==> config.mk <==
export PLATFORM = sky130hd
export DESIGN_NAME = bar_spi_sender
export DESIGN_NICKNAME = d
export VERILOG_FILES = /design/src/rtl/vga_spi_pkg.sv /design/src/rtl/spi_shift_tx.sv /design/src/rtl/bar_spi_sender.sv
export SDC_FILE = /design/constraint.sdc
export NUM_CORES = 1
export LEC_CHECK = 0
export CAP_MARGIN = 20
export CELL_PAD_IN_SITES_DETAIL_PLACEMENT = 0
export CELL_PAD_IN_SITES_GLOBAL_PLACEMENT = 1
export CORE_MARGIN = 2
export CORE_UTILIZATION = 47
export CTS_BUF_LIST = sky130_fd_sc_hd__clkbuf_8
export CTS_CLUSTER_DIAMETER = 50
export DETAILED_ROUTE_END_ITERATION = 8
export PLACE_DENSITY_LB_ADDON = 0.05
export SLEW_MARGIN = 20
export SYNTH_ARGS = -nofsm -noshare
export SYNTH_HDL_FRONTEND = slang
export SYNTH_SLANG_ARGS = --single-unit
==> constraint.sdc <==
create_clock -name CLOCK_50 -period 5.15 [get_ports CLOCK_50]
set_input_delay 0.7725 -clock CLOCK_50 [delete_from_list [all_inputs] [get_ports CLOCK_50]]
set_output_delay 0.7725 -clock CLOCK_50 [all_outputs]
set_load 0.01 [all_outputs]
==> src/rtl/vga_spi_pkg.sv <==
// Definitions shared by both ends of the bar-graph SPI link.
// Covers the packet layout, the default bar count and the FSM state types.
package vga_spi_pkg;

  localparam int unsigned PKT_BITS   = 16;
  localparam int unsigned DEF_N_BARS = 15;

  // Sent LSB first, so the address goes out before the data.
  typedef struct packed {
    logic [7:0] data;
    logic [7:0] addr;
  } bar_pkt_t;

  typedef enum logic [1:0] {
    TxIdle,
    TxShift,
    TxTail
  } tx_state_e;

  typedef enum logic [1:0] {
    BarIdle,
    BarLoad,
    BarSend,
    BarGap
  } bar_state_e;

endpackage

==> src/rtl/spi_shift_tx.sv <==
// LSB-first 16-bit serializer: frames a packet with CSEL and generates SCK.
// done_o is high in the last TAIL cycle, which is the cycle before CSEL drops.
module spi_shift_tx
  import vga_spi_pkg::*;
#(
  parameter int unsigned HALF_CYC = 25
) (
  input  logic                clk_i,
  input  logic                rst_ni,
  input  logic                load_i,
  input  logic [PKT_BITS-1:0] pkt_i,
  output logic                done_o,
  output logic                sck_o,
  output logic                csel_o,
  output logic                mosi_o
);

  localparam int unsigned HW = (HALF_CYC > 1) ? $clog2(HALF_CYC) : 1;
  localparam logic [HW-1:0] HALF_MAX = HW'(HALF_CYC - 1);

  tx_state_e           state_q, state_d;
  logic [HW-1:0]       half_q, half_d;
  logic [3:0]          bit_q, bit_d;
  logic [PKT_BITS-1:0] sreg_q, sreg_d;
  logic                sck_q, sck_d;
  logic                csel_q, csel_d;
  logic                mosi_q, mosi_d;
  logic                half_end;

  always_comb begin
    state_d  = state_q;
    half_d   = half_q;
    bit_d    = bit_q;
    sreg_d   = sreg_q;
    sck_d    = sck_q;
    csel_d   = csel_q;
    mosi_d   = mosi_q;
    done_o   = 1'b0;
    half_end = (half_q == HALF_MAX);
    unique case (state_q)
      TxIdle: begin
        if (load_i) begin
          state_d = TxShift;
          sreg_d  = pkt_i;
          mosi_d  = pkt_i[0];
          csel_d  = 1'b1;
          sck_d   = 1'b0;
          half_d  = '0;
          bit_d   = '0;
        end
      end
      TxShift: begin
        half_d = half_end ? '0 : half_q + 1'b1;
        if (half_end) begin
          if (!sck_q) begin
            sck_d = 1'b1;
          end else begin
            // Falling edge: advance to the next bit, or finish after bit 15.
            sck_d = 1'b0;
            if (bit_q == 4'd15) begin
              state_d = TxTail;
            end else begin
              bit_d  = bit_q + 1'b1;
              sreg_d = sreg_q >> 1;
              mosi_d = sreg_q[1];
            end
          end
        end
      end
      TxTail: begin
        half_d = half_end ? '0 : half_q + 1'b1;
        if (half_end) begin
          state_d = TxIdle;
          csel_d  = 1'b0;
          mosi_d  = 1'b0;
          done_o  = 1'b1;
        end
      end
      default: state_d = TxIdle;
    endcase
  end

  always_ff @(posedge clk_i or negedge rst_ni) begin
    if (!rst_ni) begin
      state_q <= TxIdle;
      half_q  <= '0;
      bit_q   <= '0;
      sreg_q  <= '0;
      sck_q   <= 1'b0;
      csel_q  <= 1'b0;
      mosi_q  <= 1'b0;
    end else begin
      state_q <= state_d;
      half_q  <= half_d;
      bit_q   <= bit_d;
      sreg_q  <= sreg_d;
      sck_q   <= sck_d;
      csel_q  <= csel_d;
      mosi_q  <= mosi_d;
    end
  end

  assign sck_o  = sck_q;
  assign csel_o = csel_q;
  assign mosi_o = mosi_q;

endmodule

==> src/rtl/bar_spi_sender.sv <==
// Bar-graph link transmitter: shadows N_BARS heights and sends each changed bar
// to the display as a 16-bit SPI packet, scheduled round-robin.
module bar_spi_sender
  import vga_spi_pkg::*;
#(
  parameter int unsigned N_BARS   = DEF_N_BARS,
  parameter int unsigned HALF_CYC = 25,
  parameter int unsigned GAP_CYC  = 50
) (
  input  logic       CLOCK_50,
  input  logic       rst_n,
  input  logic       bar_we,
  input  logic [7:0] bar_addr,
  input  logic [7:0] bar_data,
  output logic       spi_sck,
  output logic       spi_csel,
  output logic       spi_mosi,
  output logic       busy,
  output logic       pkt_done
);

  localparam int unsigned IW = (N_BARS > 1) ? $clog2(N_BARS) : 1;
  localparam int unsigned GW = (GAP_CYC > 1) ? $clog2(GAP_CYC) : 1;
  localparam logic [GW-1:0] GAP_MAX = GW'(GAP_CYC - 1);

  bar_state_e                state_q, state_d;
  logic [N_BARS-1:0][7:0]    shadow_q, shadow_d;
  logic [N_BARS-1:0]         dirty_q, dirty_d;
  logic [IW-1:0]             rr_ptr_q, rr_ptr_d;
  logic [IW-1:0]             idx_q, idx_d;
  logic [GW-1:0]             gap_q, gap_d;
  logic                      busy_q, busy_d;
  logic                      pkt_done_q, pkt_done_d;

  logic          wr_hit;
  logic [IW-1:0] wr_idx;
  logic          found;
  logic [IW-1:0] sel_idx;
  logic          tx_load;
  logic          tx_done;
  bar_pkt_t      tx_pkt;

  assign wr_hit = bar_we && (32'(bar_addr) < N_BARS);
  assign wr_idx = bar_addr[IW-1:0];

  // First dirty bar at or after rr_ptr, wrapping at N_BARS.
  always_comb begin
    int unsigned j;
    j       = 0;
    found   = 1'b0;
    sel_idx = rr_ptr_q;
    for (int unsigned i = 0; i < N_BARS; i++) begin
      j = 32'(rr_ptr_q) + i;
      if (j >= N_BARS) j = j - N_BARS;
      if (!found && dirty_q[IW'(j)]) begin
        found   = 1'b1;
        sel_idx = IW'(j);
      end
    end
  end

  always_comb begin
    shadow_d = shadow_q;
    if (wr_hit) shadow_d[wr_idx] = bar_data;
  end

  always_comb begin
    state_d     = state_q;
    idx_d       = idx_q;
    rr_ptr_d    = rr_ptr_q;
    gap_d       = gap_q;
    dirty_d     = dirty_q;
    pkt_done_d  = 1'b0;
    tx_load     = 1'b0;
    tx_pkt.data = shadow_q[idx_q];
    tx_pkt.addr = 8'(idx_q);
    unique case (state_q)
      BarIdle: begin
        if (found) begin
          state_d = BarLoad;
          idx_d   = sel_idx;
        end
      end
      BarLoad: begin
        tx_load        = 1'b1;
        dirty_d[idx_q] = 1'b0;
        rr_ptr_d       = (32'(idx_q) == N_BARS - 1) ? '0 : idx_q + 1'b1;
        state_d        = BarSend;
      end
      BarSend: begin
        if (tx_done) begin
          state_d    = BarGap;
          gap_d      = '0;
          pkt_done_d = 1'b1;
        end
      end
      BarGap: begin
        if (gap_q == GAP_MAX) state_d = BarIdle;
        else gap_d = gap_q + 1'b1;
      end
      default: state_d = BarIdle;
    endcase
    // A write landing in the LOAD cycle must survive the clear.
    if (wr_hit) dirty_d[wr_idx] = 1'b1;
    busy_d = (state_d != BarIdle);
  end

  always_ff @(posedge CLOCK_50 or negedge rst_n) begin
    if (!rst_n) begin
      state_q    <= BarIdle;
      shadow_q   <= '0;
      dirty_q    <= '1;
      rr_ptr_q   <= '0;
      idx_q      <= '0;
      gap_q      <= '0;
      busy_q     <= 1'b0;
      pkt_done_q <= 1'b0;
    end else begin
      state_q    <= state_d;
      shadow_q   <= shadow_d;
      dirty_q    <= dirty_d;
      rr_ptr_q   <= rr_ptr_d;
      idx_q      <= idx_d;
      gap_q      <= gap_d;
      busy_q     <= busy_d;
      pkt_done_q <= pkt_done_d;
    end
  end

  spi_shift_tx #(
    .HALF_CYC(HALF_CYC)
  ) u_tx (
    .clk_i (CLOCK_50),
    .rst_ni(rst_n),
    .load_i(tx_load),
    .pkt_i (tx_pkt),
    .done_o(tx_done),
    .sck_o (spi_sck),
    .csel_o(spi_csel),
    .mosi_o(spi_mosi)
  );

  assign busy     = busy_q;
  assign pkt_done = pkt_done_q;

endmodule

==> metrics.cfg <==
[status]
outcome = finished clean

[critical_path]
slowest_stage = mux4_2
critical_path_class = flip-flop to flip-flop
r2r_start = rr_ptr_q[1]
cp_slowest_stage_delay_ns = 0.53
crit_chain = inv_1 -> buf_4 -> ha_1 -> a22oi_2 -> o22ai_4 -> xnor2_4 -> mux4_2 -> a22o_1 -> a311oi_4 -> nand4_1 -> or4_1 -> a221oi_1 -> a2111oi_2 -> o31ai_1 -> and3_1 -> a311oi_2
startpoint_type = flip-flop
worstSetupStartpoint = rr_ptr_q[1]
cp-end-kind = flip-flop
critPathArrivalTime_ns = 5.23
worst-path-max-fanout = 10
required_ns = 5.46

[synthesis]
syn-num-nets = 1570
ys_async_sr_fraction = 1.000
synth.largest_area_cell = dfrtp_1
synth_cell_types = 104
yosysSeqAreaShare = 0.3118
syn-mean-instance-area_sq_um = 9.613
yosysWarningCount = 0
yosys_register_bits = 182
syn_inst = 1526
synthTopCellsByArea = dfrtp_1 (28%), mux2_2 (11%), mux4_2 (7.8%)
synthesis.area_sq_um = 14670
ys.flop_type = dfrtp_1
yosys.area.top_type_share = 0.2849
synth_edf_count = 0

[sta]
slew_viol_final = 0
fmax_mhz = 203.4
setup_viol = 0
worst_slew_pin_slew_ns = 1.014
fin_crit_sh = 0.9548
clock_skew_ns = 0.01957
hold_violations = 0
rsz0062_at_grt = false
post-route-min-period_ns = 4.917
slew-limit-headroom = 0.3238
fin_setup_tns_ns = 0
final.setup.worst_slack_ns = 0.2327

[global_routing]
grt_start_max_net_pins = 109
grt_pass1_wl_um = 74760
grtUsageTotal = 0.2961
antenna_found_initial = 0
grt.overflow.total = 0
grt_pass1_vias = 12310

[clocking]
cts_tree = yes
cts_buffer_depth = 2
clock_latency_ns = 0.47
clkTransAtPathRegs_ns = 0.10
cts_max_level = 4
cts_root_buffer = clkbuf_8
numCtsBuffers = 17
ctsResizeCount = 0
ctsHoldBuffers = 0
cts_setup_buffers = 0
clkSinkCount = 182

[floorplanning]
die_y_um = 180.7
io_pins = 24
core-area_sq_um = 30670
die_x_um = 180.7
dieArea_sq_um = 32640
fp-row-count = 64
start_util = 0.4783

[final_layout]
antenna_cells_inserted = 0
area_growth_pct = 7.421
num-fill-cells = 2854
drive_above_1_share = 0.2321
fin_area_sq_um = 15760
final_cell_mix = dfrtp_1 (163), mux2_2 (140), nand2_1 (122), nor2_1 (95), o21ai_0 (95)
layout_commonest_cell = dfrtp_1
nNetsFinal = 1556

[power]
p_leak_nw = 6.696
peakVddDrop_mv = 0.2366
p_per_area_nw_per_um2 = 167.8

[drt]
drc = 0
wirelength_um = 48220
avgViaCountPerCell = 6.562
route.antenna.remaining_nets = 0
wl_per_cell_um = 25.10
drt_iter0_drc = 1124
drt_pass1_iterations = 5
vias = 12610

[placement]
io_buffers = 23
place_area_sq_um = 15310
gp_congestion = 0.9864
dp_slack_ns = 0.2359
hpwl_um = 33890

[min_path]
min_path_type = input port to async pin

[flow_run]
drv_cap = 0

==> Yosys cell counts (7+ instances only) <==
| library cell | n |
|---|---|
| inv_1 | 31 |
| a21o_1 | 13 |
| nand3_1 | 63 |
| nand2_1 | 122 |
| a22oi_1 | 10 |
| a221oi_1 | 10 |
| nor3_1 | 31 |
| a211oi_1 | 15 |
| mux2i_1 | 78 |
| xor2_1 | 15 |
| mux4_2 | 51 |
| and3_1 | 15 |
| xnor2_1 | 26 |
| buf_6 | 8 |
| o31ai_1 | 9 |
| a21oi_1 | 71 |
| buf_2 | 17 |
| a2bb2oi_1 | 7 |
| nor2b_1 | 24 |
| o21ai_0 | 95 |
| nand2b_1 | 25 |
| o221ai_1 | 14 |
| a21boi_0 | 9 |
| buf_1 | 10 |
| dfstp_2 | 15 |
| mux2_2 | 140 |
| nor2_1 | 96 |
| clkbuf_1 | 75 |
| o211ai_1 | 22 |
| o2111ai_1 | 7 |
| o22ai_1 | 12 |
| nand4_1 | 13 |
| dfrtp_1 | 167 |
| a31oi_1 | 14 |
| ha_1 | 25 |
| and2_1 | 13 |
| a2111oi_0 | 7 |
==> stage by stage <==
| stage | utilization | power, mW | hold slack, ns | std cells |
|---|---|---|---|---|
| 6_report | 0.5138 | 2.644 | 0.3985 | 1921 |
| 5_1_grt | 0.5138 | 2.748 | 0.4685 | 1921 |
| 4_1_cts | 0.5128 | 2.673 | 0.4227 | 1921 |
| 3_5_place_dp | 0.4993 | 1.671 | 0.4895 | 1889 |
| 3_3_place_gp | 0.4993 | 1.665 | 0.4819 | 1889 |
| 2_1_floorplan | - | 1.596 | 0.4599 | 1526 |
==> final timing paths <==
check	endpoint	slack (ns)	cells after the start
min in group CLOCK_50	u_tx.sreg_q[4]	0.50	2
min	shadow_q[33]	0.40	1
max	idx_q[2]	0.23	16
min reg2reg	u_tx.sreg_q[4]	0.50	2
max reg2reg	idx_q[2]	0.23	16
max in group asynchronous	u_tx.half_q[3]	3.60	2
==> state kept, by name, indices dropped and copies added (netlist names), 2 cells and up <==
signal / cells
state_q: 2
u_tx.half_q: 5
u_tx.sreg_q: 15
u_tx.bit_q: 4
gap_q: 6
rr_ptr_q: 4
u_tx.state_q: 2
shadow_q: 120
dirty_q: 15
idx_q: 4
==> layout make-up <==
type | instances | area [sq um] | share of cell area
clock buffer | 20 | 275.3 | 0.01747
timing repair buffer | 86 | 719.4 | 0.04566
inverter | 33 | 123.9 | 0.007861
tap | 396 | 495.5 | 0.03144
sequential | 182 | 4578 | 0.2905
clock inverter | 12 | 136.4 | 0.008655
multi-input combinational | 1192 | 9429 | 0.5984
==> metal layers <==
metal  track usage  vias to the layer above  part of all wire
li1              -                     5721                 -
met1        0.3812                     6290              0.42
met2        0.4914                      461              0.48
met3       0.04002                      133             0.051
met4        0.1445                        0             0.049
met5             0                        -                 0
==> worst max-delay path: cells and delay by family (launching register included) <==
family | cells | cell delay (ns)
flops | 1 | 0.49
buf+inv | 2 | 0.34
fa+ha+maj | 1 | 0.23
compound gates | 8 | 1.85
mux | 1 | 0.53
xor+xnor | 1 | 0.27
simple gates | 3 | 1.04
==> power breakdown <==
| part | internal (mW) | total (mW) | leakage, nW | switching [mW] |
|---|---|---|---|---|
| combinational | 0.0684 | 0.138 | 4.06 | 0.0700 |
| sequential | 1.47 | 1.50 | 2.42 | 0.0275 |
| clock | 0.510 | 1.00 | 0.224 | 0.494 |
==> cells by family after synthesis <==
logic type,after synthesis,share of synthesized area
compound gates,399,0.1907
xor+xnor,46,0.03002
fa+ha+maj,25,0.02132
buf+inv,152,0.04879
flops,182,0.3118
mux,273,0.2443
simple gates,449,0.1531
(Power assumes the default switching activity.)
